==> config.mk <==
export PLATFORM = sky130hd
export DESIGN_NAME = gpio_bank
export DESIGN_NICKNAME = d
export VERILOG_FILES = /design/src/rtl/gpio_bank_pkg.sv /design/src/rtl/gpio_sync.sv /design/src/rtl/gpio_bank.sv
export SDC_FILE = /design/constraint.sdc
export NUM_CORES = 1
export LEC_CHECK = 0
export ABC_CLOCK_PERIOD_IN_PS = 1810
export BUFFER_PORTS_ARGS = -buffer_cell sky130_fd_sc_hd__clkbuf_2
export CORE_ASPECT_RATIO = 1.5
export CORE_MARGIN = 2
export CORE_UTILIZATION = 40
export CTS_BUF_LIST = sky130_fd_sc_hd__clkbuf_8 sky130_fd_sc_hd__clkbuf_16
export DETAILED_ROUTE_END_ITERATION = 6
export PLACE_DENSITY = 0.74
export SETUP_SLACK_MARGIN = 0.3
export SYNTH_ARGS = -nofsm -noshare
export SYNTH_HDL_FRONTEND = slang
export SYNTH_SLANG_ARGS = --single-unit
==> constraint.sdc <==
create_clock -name clk_i -period 1.81 [get_ports clk_i]
set_input_delay 0.2715 -clock clk_i [delete_from_list [all_inputs] [get_ports clk_i]]
set_output_delay 0.2715 -clock clk_i [all_outputs]
set_load 0.1 [all_outputs]
==> src/rtl/gpio_bank_pkg.sv <==
// gpio_bank_pkg: shared constants for the GPIO bank.
//   - per-port register offsets (byte offset within a 0x20 port stride)
//   - port stride in bytes
//   - byte-enable to bit-mask expansion helper
package gpio_bank_pkg;

    localparam logic [4:0] GPIO_OFS_OUT      = 5'h00;
    localparam logic [4:0] GPIO_OFS_IN       = 5'h04;
    localparam logic [4:0] GPIO_OFS_DIR      = 5'h08;
    localparam logic [4:0] GPIO_OFS_SET      = 5'h0C;
    localparam logic [4:0] GPIO_OFS_CLR      = 5'h10;
    localparam logic [4:0] GPIO_OFS_TGL      = 5'h14;
    localparam logic [4:0] GPIO_OFS_IRQ_EN   = 5'h18;
    localparam logic [4:0] GPIO_OFS_IRQ_STAT = 5'h1C;

    localparam int unsigned GPIO_PORT_STRIDE = 32'h20;

    // Expand 4 byte enables into a 32-bit write mask.
    function automatic logic [31:0] be_mask(input logic [3:0] be);
        logic [31:0] m;
        m = '0;
        for (int unsigned b = 0; b < 4; b++) begin
            m[b*8 +: 8] = {8{be[b]}};
        end
        return m;
    endfunction

endpackage

==> src/rtl/gpio_sync.sv <==
// gpio_sync: multi-flop input synchroniser for one GPIO port plus a
// rising-edge pulse on the synchronised value.
//   clk_i   clock
//   rst_ni  synchronous active-low reset
//   pad_i   asynchronous pad inputs
//   sync_o  synchronised inputs (SYNC_STAGES flops after pad_i)
//   rise_o  one-cycle pulse on a 0->1 transition of sync_o
module gpio_sync #(
    parameter int unsigned WIDTH       = 32,
    parameter int unsigned SYNC_STAGES = 2
) (
    input  logic             clk_i,
    input  logic             rst_ni,
    input  logic [WIDTH-1:0] pad_i,
    output logic [WIDTH-1:0] sync_o,
    output logic [WIDTH-1:0] rise_o
);

    logic [WIDTH-1:0]     stage_q [SYNC_STAGES];
    logic [WIDTH-1:0]     prev_q;
    // Fills with ones after reset; once the top bit is set, both the last
    // stage and prev_q hold real pad samples rather than reset zeros.
    logic [SYNC_STAGES:0] primed_q;

    always_ff @(posedge clk_i) begin
        if (!rst_ni) begin
            for (int unsigned i = 0; i < SYNC_STAGES; i++) begin
                stage_q[i] <= '0;
            end
            prev_q   <= '0;
            primed_q <= '0;
        end else begin
            stage_q[0] <= pad_i;
            for (int unsigned i = 1; i < SYNC_STAGES; i++) begin
                stage_q[i] <= stage_q[i-1];
            end
            prev_q   <= stage_q[SYNC_STAGES-1];
            primed_q <= {primed_q[SYNC_STAGES-1:0], 1'b1};
        end
    end

    assign sync_o = stage_q[SYNC_STAGES-1];
    assign rise_o = stage_q[SYNC_STAGES-1] & ~prev_q & {WIDTH{primed_q[SYNC_STAGES]}};

endmodule

==> src/rtl/gpio_bank.sv <==
// gpio_bank: memory-mapped bank of NUM_PORTS GPIO ports.
//   clk_i, rst_ni           clock, synchronous active-low reset
//   bus_req_i/we_i/addr_bi  request, direction, byte address
//   bus_be_bi/wdata_bi      byte enables, write data
//   bus_ack_o               combinational accept (address in window)
//   bus_resp_o/rdata_bo     read response one cycle after accept
//   gpio_bi/bo/oe_bo        pad inputs, pad outputs, output enables
//   irq_o                   registered level interrupt
// Build option: define GPIO_BANK_IRQ_EN to enable rising-edge interrupts
// (IRQ_EN / IRQ_STAT registers). Without it those read 0 and irq_o is 0.
module gpio_bank
    import gpio_bank_pkg::*;
#(
    parameter logic [31:0] BASE_ADDR   = 32'h80000000,
    parameter int unsigned NUM_PORTS   = 2,
    parameter int unsigned PORT_WIDTH  = 32,
    parameter int unsigned SYNC_STAGES = 2
) (
    input  logic                            clk_i,
    input  logic                            rst_ni,
    input  logic                            bus_req_i,
    input  logic                            bus_we_i,
    input  logic [31:0]                     bus_addr_bi,
    input  logic [3:0]                      bus_be_bi,
    input  logic [31:0]                     bus_wdata_bi,
    output logic                            bus_ack_o,
    output logic                            bus_resp_o,
    output logic [31:0]                     bus_rdata_bo,
    input  logic [NUM_PORTS*PORT_WIDTH-1:0] gpio_bi,
    output logic [NUM_PORTS*PORT_WIDTH-1:0] gpio_bo,
    output logic [NUM_PORTS*PORT_WIDTH-1:0] gpio_oe_bo,
    output logic                            irq_o
);

    localparam logic [31:0] WIN_SIZE = 32'(NUM_PORTS * GPIO_PORT_STRIDE);

    logic [31:0]           off;
    logic [4:0]            reg_ofs;
    logic                  aligned;
    logic                  wr_en;
    logic                  rd_en;
    logic [NUM_PORTS-1:0]  port_sel;
    logic [31:0]           be_bits;
    logic [31:0]           wbits;
    logic [PORT_WIDTH-1:0] wmask;
    logic [PORT_WIDTH-1:0] wval;

    logic [PORT_WIDTH-1:0] out_q  [NUM_PORTS];
    logic [PORT_WIDTH-1:0] out_d  [NUM_PORTS];
    logic [PORT_WIDTH-1:0] dir_q  [NUM_PORTS];
    logic [PORT_WIDTH-1:0] dir_d  [NUM_PORTS];
    logic [PORT_WIDTH-1:0] in_sync[NUM_PORTS];
    logic [PORT_WIDTH-1:0] rise   [NUM_PORTS];

    logic                  resp_q;
    logic [31:0]           rdata_q;
    logic [31:0]           rdata_d;

    // Address decode; addresses below BASE_ADDR wrap to large offsets.
    assign off       = bus_addr_bi - BASE_ADDR;
    assign reg_ofs   = off[4:0];
    assign aligned   = (bus_addr_bi[1:0] == 2'b00);
    assign bus_ack_o = bus_req_i && (off < WIN_SIZE);
    assign wr_en     = bus_ack_o && bus_we_i && aligned;
    assign rd_en     = bus_ack_o && !bus_we_i;

    always_comb begin
        port_sel = '0;
        for (int unsigned p = 0; p < NUM_PORTS; p++) begin
            port_sel[p] = (off[6:5] == 2'(p));
        end
    end

    assign be_bits = be_mask(bus_be_bi);
    assign wbits   = bus_wdata_bi & be_bits;
    assign wmask   = be_bits[PORT_WIDTH-1:0];
    assign wval    = wbits[PORT_WIDTH-1:0];

    for (genvar g = 0; g < NUM_PORTS; g++) begin : g_port
        gpio_sync #(
            .WIDTH       (PORT_WIDTH),
            .SYNC_STAGES (SYNC_STAGES)
        ) u_sync (
            .clk_i  (clk_i),
            .rst_ni (rst_ni),
            .pad_i  (gpio_bi[g*PORT_WIDTH +: PORT_WIDTH]),
            .sync_o (in_sync[g]),
            .rise_o (rise[g])
        );
        assign gpio_bo[g*PORT_WIDTH +: PORT_WIDTH]    = out_q[g];
        assign gpio_oe_bo[g*PORT_WIDTH +: PORT_WIDTH] = dir_q[g];
    end

`ifdef GPIO_BANK_IRQ_EN
    logic [PORT_WIDTH-1:0] irq_en_q  [NUM_PORTS];
    logic [PORT_WIDTH-1:0] irq_en_d  [NUM_PORTS];
    logic [PORT_WIDTH-1:0] irq_stat_q[NUM_PORTS];
    logic [PORT_WIDTH-1:0] irq_stat_d[NUM_PORTS];
    logic                  irq_q;
    logic                  irq_d;

    // W1C clears first, then edges OR in, so a coincident edge wins.
    always_comb begin
        irq_d = 1'b0;
        for (int unsigned p = 0; p < NUM_PORTS; p++) begin
            irq_en_d[p]   = irq_en_q[p];
            irq_stat_d[p] = irq_stat_q[p];
            if (wr_en && port_sel[p]) begin
                if (reg_ofs == GPIO_OFS_IRQ_EN) begin
                    irq_en_d[p] = (irq_en_q[p] & ~wmask) | wval;
                end
                if (reg_ofs == GPIO_OFS_IRQ_STAT) begin
                    irq_stat_d[p] = irq_stat_q[p] & ~wval;
                end
            end
            irq_stat_d[p] = irq_stat_d[p] | rise[p];
            irq_d = irq_d | (|(irq_stat_q[p] & irq_en_q[p]));
        end
    end

    always_ff @(posedge clk_i) begin
        if (!rst_ni) begin
            for (int unsigned p = 0; p < NUM_PORTS; p++) begin
                irq_en_q[p]   <= '0;
                irq_stat_q[p] <= '0;
            end
            irq_q <= 1'b0;
        end else begin
            for (int unsigned p = 0; p < NUM_PORTS; p++) begin
                irq_en_q[p]   <= irq_en_d[p];
                irq_stat_q[p] <= irq_stat_d[p];
            end
            irq_q <= irq_d;
        end
    end

    assign irq_o = irq_q;
`else
    logic unused_rise;

    always_comb begin
        unused_rise = 1'b0;
        for (int unsigned p = 0; p < NUM_PORTS; p++) begin
            unused_rise = unused_rise | (|rise[p]);
        end
    end

    assign irq_o = 1'b0;
`endif

    // OUT / DIR update and read-data mux.
    always_comb begin
        rdata_d = '0;
        for (int unsigned p = 0; p < NUM_PORTS; p++) begin
            out_d[p] = out_q[p];
            dir_d[p] = dir_q[p];
            if (wr_en && port_sel[p]) begin
                case (reg_ofs)
                    GPIO_OFS_OUT: out_d[p] = (out_q[p] & ~wmask) | wval;
                    GPIO_OFS_DIR: dir_d[p] = (dir_q[p] & ~wmask) | wval;
                    GPIO_OFS_SET: out_d[p] = out_q[p] | wval;
                    GPIO_OFS_CLR: out_d[p] = out_q[p] & ~wval;
                    GPIO_OFS_TGL: out_d[p] = out_q[p] ^ wval;
                    default: ;
                endcase
            end
            if (rd_en && aligned && port_sel[p]) begin
                case (reg_ofs)
                    GPIO_OFS_OUT:      rdata_d = 32'(out_q[p]);
                    GPIO_OFS_IN:       rdata_d = 32'(in_sync[p]);
                    GPIO_OFS_DIR:      rdata_d = 32'(dir_q[p]);
`ifdef GPIO_BANK_IRQ_EN
                    GPIO_OFS_IRQ_EN:   rdata_d = 32'(irq_en_q[p]);
                    GPIO_OFS_IRQ_STAT: rdata_d = 32'(irq_stat_q[p]);
`endif
                    default:           rdata_d = '0;
                endcase
            end
        end
    end

    always_ff @(posedge clk_i) begin
        if (!rst_ni) begin
            for (int unsigned p = 0; p < NUM_PORTS; p++) begin
                out_q[p] <= '0;
                dir_q[p] <= '0;
            end
            resp_q  <= 1'b0;
            rdata_q <= '0;
        end else begin
            for (int unsigned p = 0; p < NUM_PORTS; p++) begin
                out_q[p] <= out_d[p];
                dir_q[p] <= dir_d[p];
            end
            resp_q  <= rd_en;
            rdata_q <= rdata_d;
        end
    end

    assign bus_resp_o   = resp_q;
    assign bus_rdata_bo = rdata_q;

endmodule

==> results of run 1 <==
[synthesized netlist by cell type (2+ instances only)]
| master | number |
|---|---|
| nand3_1 | 12 |
| nor2_1 | 87 |
| buf_2 | 11 |
| dfxtp_1 | 289 |
| a22oi_1 | 32 |
| clkbuf_8 | 3 |
| buf_4 | 9 |
| a21oi_1 | 61 |
| nor4_2 | 4 |
| mux2i_1 | 142 |
| nand2_1 | 223 |
| ha_1 | 64 |
| buf_6 | 3 |
| nor3_1 | 3 |
| buf_1 | 2 |
| nor3_2 | 2 |
| a211oi_1 | 4 |
| and2_1 | 128 |
| nor2b_1 | 3 |
| o2bb2ai_1 | 44 |
| a31oi_2 | 5 |
| a22o_1 | 20 |
| o21ai_0 | 114 |
| a31oi_1 | 7 |
| clkbuf_1 | 72 |
| inv_1 | 14 |
| and3_1 | 8 |
| or4_4 | 2 |
[power groups by stage]
stage / sequential (mW) / combinational [mW] / clock [mW]
floorplan: 6.65 / 0.601 / 0
global placement: 6.66 / 0.947 / 0
detailed placement: 6.66 / 0.983 / 0
CTS: 6.52 / 1.12 / 6.44
global route: 6.53 / 1.27 / 6.76
finish: 6.52 / 1.16 / 6.37
[logic make-up (layout without fill, tap and decap cells)]
family | Yosys count | count (layout) | synth area share [%]
compound gates | 287 | 287 | 14.3
xor+xnor | 1 | 1 | 0.0689
simple gates | 484 | 484 | 18.4
buf+inv | 115 | 508 | 4.18
mux | 142 | 142 | 11.2
fa+ha+maj | 64 | 64 | 6.30
other cells | 1 | 5 | 0.0295
flops | 289 | 289 | 45.5
[worst max-delay path: cells and delay by family]
family / cells / cell delay, ns
buffers and inverters: 3 / 0.42
AND/OR/NAND/NOR: 3 / 0.61
[worst max-delay path by stage]
stage	from	end	slack, ns	cells after the start
6_report	bus_addr_bi[12]	bus_ack_o	0.23	6
3_5_place_dp	bus_addr_bi[28]	out_q[0][7]$_SDFFE_PN0P_	-0.40	7
4_1_cts	out_q[0][36]$_SDFFE_PN0P_	gpio_bo[36]	0.19	1
3_3_place_gp	bus_addr_bi[22]	out_q[0][7]$_SDFFE_PN0P_	-0.27	7
2_1_floorplan	bus_addr_bi[29]	out_q[0][27]$_SDFFE_PN0P_	0.06	6
5_1_grt	bus_addr_bi[10]	bus_ack_o	0.15	7
[through the flow]
| step | cell area (um^2) | utilization (%) | hold slack, ns | std cells | total power [mW] |
|---|---|---|---|---|---|
| CTS | 18600 | 59.8 | 0.000529 | 2181 | 14.1 |
| detailed placement | 15100 | 48.5 | 0.415 | 2051 | 7.65 |
| floorplan | 12800 | - | 0.364 | 1383 | 7.25 |
| global placement | 15100 | 48.5 | 0.413 | 2051 | 7.61 |
| global route | 18800 | 60.4 | 0.0242 | 2185 | 14.6 |
| finish | 18800 | 60.4 | 0.0186 | 2185 | 14.1 |
[what timing repair did]
action	in CTS	in global routing
pin swaps	4	4
hold buffers	74	0
resized for setup	370	69
buffers inserted	3	0
hold endpoints to repair	80	0
cloned	0	0
setup endpoints to repair	216	184
[area by class of cell]
type,count,share of cell area (%)
multi-input cells,979,35.2
repair buffers,440,25.1
diodes,4,0.0533
flip-flops and latches,289,31.2
clock inverters,20,1.23
well taps,405,2.70
inverters,15,0.300
clock buffers,33,4.15
[metal layers]
| layer | GRT usage [%] | vias up | routed length [um] |
|---|---|---|---|
| met3 | 4.23 | 189 | 3020 |
| met2 | 43.3 | 607 | 21600 |
| li1 | - | 5512 | - |
| met1 | 27.5 | 5593 | 15600 |
| met4 | 17.5 | 0 | 3300 |
| met5 | 0 | - | 0 |
==> flow_summary.ini, run 1 <==
[outcome]
status = finished, final reports clean

[critical_path]
critical_path_arrival_ns = 1.31
cp_cell_sequence = clkbuf_2, nor4_4, nand3_4, buf_6, nor2_4, buf_12
reg2reg_slack_ns = 0.61
crit_slowest_cell = nor4_4
required_ns = 1.54
r2r-start = out_q[0][19]$_SDFFE_PN0P_
rr_worst_depth = 4
cp_max_fo = 2
criticalPathCategory = in -> out
r2r-end = bus_rdata_bo[19]$_SDFF_PN0_
start_kind = input port
slowest_delay_ns = 0.38
critPathCaptureType = output port

[route]
vias = 11900
vias_per_cell = 5.45
drc = 0
firstDrtPassIters = 6
wl_um = 43500
routedWlPerCell_um = 19.9
ant_nets = 0
drt_iter0_drc = 746

[synth]
netlist_instances = 1383
synth_cell_type_count = 43
synth_ff_type = dfxtp_1
synth_top_cell_by_area = dfxtp_1
syn_area_per_cell_um2 = 9.19
ys_seq_area_share_pct = 45.5
synthTopCellsByArea = dfxtp_1 (46%), mux2i_1 (11%), nand2_1 (6.6%)
synth_edf_count = 0
ys_ff_latch = 289
synthesis.area_mm2 = 0.0127
synthArstFlopShare_pct = 0
syn_nets = 1583
yosys_warnings = 0
synth_top_cell_area_share_pct = 45.5

[timing]
tightestPinTransition_ns = 0.665
min_period_ns = 1.58
setup_viol = 0
fin_crit_sh_pct = 87.2
setup_slack_ns = 0.231
fin_tns_setup_ns = 0
hold_viol = 0
relSlewSlack_pct = 55.7
rsz0062_at_grt = true
skew_ns = 0.0239
fmax_ghz = 0.633
slew_viol_final = 0

[power]
p_seq_share_pct = 46.4
sw_frac_of_total_pct = 23.2
power.density_mw_per_mm2 = 748
peakVddDrop_mv = 0.714
p_leak_nw = 7.79
combPwrFrac_pct = 8.3
power.internal_mw = 10.8
p_sw_mw = 3.26
pwr-share-clk_pct = 45.3

[cts]
cts_tree = yes
cts-buffers-inserted = 29
cts_num_sinks = 289
clock_path_buffers = 3
cts_root_buf = clkbuf_16
clock_latency_ns = 0.56
cts_max_level = 1
cts.clk_slew.worst_paths_ns = 0.07

[final_layout]
multiInputGateArea_mm2 = 0.00662
final_cell_mix = nand2_1 (223), dfxtp_1 (221), mux2i_1 (140)
regArea_mm2 = 0.00587
layout_commonest_cell = nand2_1
area_delta_synth_final_pct = 47.9
fill_cells = 2377
fin_nets = 1954
drive_above_1_share_pct = 29.5

[min_path]
hold_path.class = in -> reg
whs_path_depth = 3
min_from = bus_wdata_bi[21]

[die]
coreArea_mm2 = 0.0311
rows = 79
dieArea_mm2 = 0.0332
start_util_pct = 40.8
dieWidth_um = 150
die_h_um = 222
ios = 299

[grt]
grt_pass1_wl_um = 66000
grt-ovfl-total = 0
grtUsageTotal_pct = 25.1
antenna_found_initial = 4
grt_pass1_vias = 12200
grt_start_max_net_pins = 190

[placement]
dp_hpwl_um = 27700
gp_congestion = 0.872
dpl_worst_slack_ns = -0.402
port_buffers = 297

[job]
drv_cap = 0
No activity file was read; power rests on OpenSTA's default activity.
==> run 2: changes to the inputs <==
--- a/config.mk
+++ b/config.mk
@@ -12,8 +12,9 @@
 export CORE_UTILIZATION = 40
 export CTS_BUF_LIST = sky130_fd_sc_hd__clkbuf_8 sky130_fd_sc_hd__clkbuf_16
 export DETAILED_ROUTE_END_ITERATION = 6
-export PLACE_DENSITY = 0.74
+export PLACE_DENSITY = 0.72
 export SETUP_SLACK_MARGIN = 0.3
 export SYNTH_ARGS = -nofsm -noshare
 export SYNTH_HDL_FRONTEND = slang
+export SYNTH_HIERARCHICAL = 1
 export SYNTH_SLANG_ARGS = --single-unit
==> run 2 against run 1 <==
Net effect:
- clock skew decreased by 0.012 ns
- clock-buffer cell count grew 1
- sequential power about the same
- via count is 3.9% lower
- flip-flop and latch count is the same
- non-clock buffer count is 9 higher
- first-iteration DRC count rose by 5.1%
- global-route usage shrank 1.2 points
- total power decreased by 5.2%
- synthesized cell count decreased by 2.2%
- largest power group unchanged
==> flow_summary.ini, run 2 <==
[cts]
cts-buffers-inserted = 26
cts_num_sinks = 289
cts_tree = yes
clock_path_buffers = 3
clock_latency_ns = 0.55
cts.clk_slew.worst_paths_ns = 0.07
cts_max_level = 1
cts_root_buf = clkbuf_16

[die]
coreArea_mm2 = 0.0324
die_h_um = 226
dieArea_mm2 = 0.0343
start_util_pct = 40.4
rows = 81
ios = 299
dieWidth_um = 152

[critical_path]
criticalPathCategory = in -> reg
crit_buf_inv = 3
slowest_delay_ns = 0.57
required_ns = 2.28
crit_family = simple AND/OR/NAND/NOR gates
start_kind = input port
crit_slowest_cell = or4_4
cp_cell_sequence = buf_8, nor4_4, nand4_1, or4_4, buf_12, nor4_4, buf_12, mux2i_4
critPathCaptureType = flop
critical_path_arrival_ns = 2.25
cp_max_fo = 8

[power]
peakVddDrop_mv = 0.593
p_leak_nw = 8.17
finalPower_mw = 13.3
power.density_mw_per_mm2 = 685

[final_layout]
stdcell_count = 2100
regArea_mm2 = 0.00587
area_delta_synth_final_pct = 48.5
layout_commonest_cell = dfxtp_1
fill_cells = 2505
drive_above_1_share_pct = 38.5
fin_nets = 1863
final_cell_mix = dfxtp_1 (221), nand2_1 (176), clkbuf_2 (131)
utilization_pct = 60.0
multiInputGateArea_mm2 = 0.00687

[timing]
slew_viol_final = 0
tightestPinTransition_ns = 0.591
relSlewSlack_pct = 60.6
skew_ns = 0.0118
rsz0062_at_grt = true
hold-worst-slack_ns = 0.0244
min_period_ns = 1.78
hold_viol = 0
setup_viol = 0
fmax_ghz = 0.563
fin_crit_sh_pct = 98.2

[synth]
netlist_instances = 1353
synthesis.area_mm2 = 0.0131
syn_nets = 1553
yosys_warnings = 6
syn_area_per_cell_um2 = 9.69

[route]
drt_iter0_drc = 784
ant_nets = 0
drc = 0
routedWlPerCell_um = 20.9
wl_um = 43900
firstDrtPassIters = 5
vias = 11400
vias_per_cell = 5.45

[grt]
grtUsageTotal_pct = 23.9
use_met3_pct = 4.06
met1_usage_pct = 28.2
grt_pass1_vias = 11500
busiest_layer = met2
grt_start_max_net_pins = 83
grt-ovfl-total = 0
grtUsageMet2_pct = 40.4
grt_pass1_wl_um = 63900
antenna_found_initial = 2

[min_path]
hold_path.class = in -> reg

[placement]
dp_hpwl_um = 29300
port_buffers = 297
dp.cells = 1972
gp_congestion = 0.882

[outcome]
status = finished, final reports clean

[job]
drv_cap = 0
[run 2: cell types whose count changed in the layout (fill, tap and decap cells not counted), moves of 22 or more]
cell,change
mux2i_1,-70
a221oi_1,+64
mux2_2,+64
nor2_1,-53
nand2_1,-47
o2bb2ai_1,-44
o21ai_0,-36
a21oi_1,-34
a22oi_1,-32
clkbuf_16,+31
nor3_2,+27
a22o_1,+22
[run 2: cell type report]
type	count	share of cell area (%)
Inverter	14	0.270
Sequential cell	289	30.2
Multi-Input combinational cell	883	35.3
Clock buffer	34	3.97
Antenna cell	2	0.0257
Timing Repair Buffer	449	27.1
Clock inverter	14	0.514
Tap cell	415	2.67
[run 2: path summary, 6_finish.rpt]
check             depth (start not counted)  slack, ns                                          to                                        from
setup / recovery                          8       0.03                                        flop                              bus_addr_bi[6]
hold reg to reg                           1       0.43  g_port[1].u_sync/stage_q[0][60]$_SDFF_PN0_  g_port[1].u_sync/stage_q[0][28]$_SDFF_PN0_
hold / removal                            3       0.02                                        flop                            bus_wdata_bi[29]
setup reg to reg                          5       0.45                    out_q[0][5]$_SDFFE_PN0P_                    out_q[0][5]$_SDFFE_PN0P_
[run 2: through the flow]
| stage | worst slack [ns] | TNS (ns) | instance area (um^2) |
|---|---|---|---|
| 3_5_place_dp | -0.638 | -76.76 | 15300 |
| 6_report | 0.0329 | 0 | 19500 |
| 5_1_grt | -0.0503 | -0.0938 | 19500 |
| 2_1_floorplan | -0.481 | -61.37 | 13400 |
| 4_1_cts | 0.0463 | 0 | 19000 |
| 3_3_place_gp | -0.562 | -68.82 | 15300 |
[run 2: timing repair]
action | 4_1_cts | 5_1_grt
hold buffers | 67 | 0
pin swaps | 13 | 44
cloned | 1 | 4
setup endpoints to repair | 285 | 176
buffers inserted | 3 | 3
hold endpoints to repair | 68 | 0
resized for setup | 439 | 67
[run 2: where the power goes]
| group | switching, mW | internal, mW | total [mW] |
|---|---|---|---|
| sequential | 0.0354 | 6.49 | 6.52 |
| combinational | 0.690 | 0.546 | 1.24 |
| clock | 2.43 | 3.14 | 5.57 |
| total | 3.16 | 10.2 | 13.3 |
[run 2: worst register-to-register path, cell delays in order (launching register included)]
cell	delay [ns]
dfxtp_2	0.36
ha_1	0.30
nand2_1	0.07
o21ai_0	0.12
o21ai_0	0.29
a22o_1	0.17
[run 2: metal layers]
metal | routed length, um | up-vias
li1 | - | 5344
met1 | 16700 | 5416
met2 | 21300 | 527
met3 | 3090 | 153
met4 | 2780 | 0
met5 | 0 | -
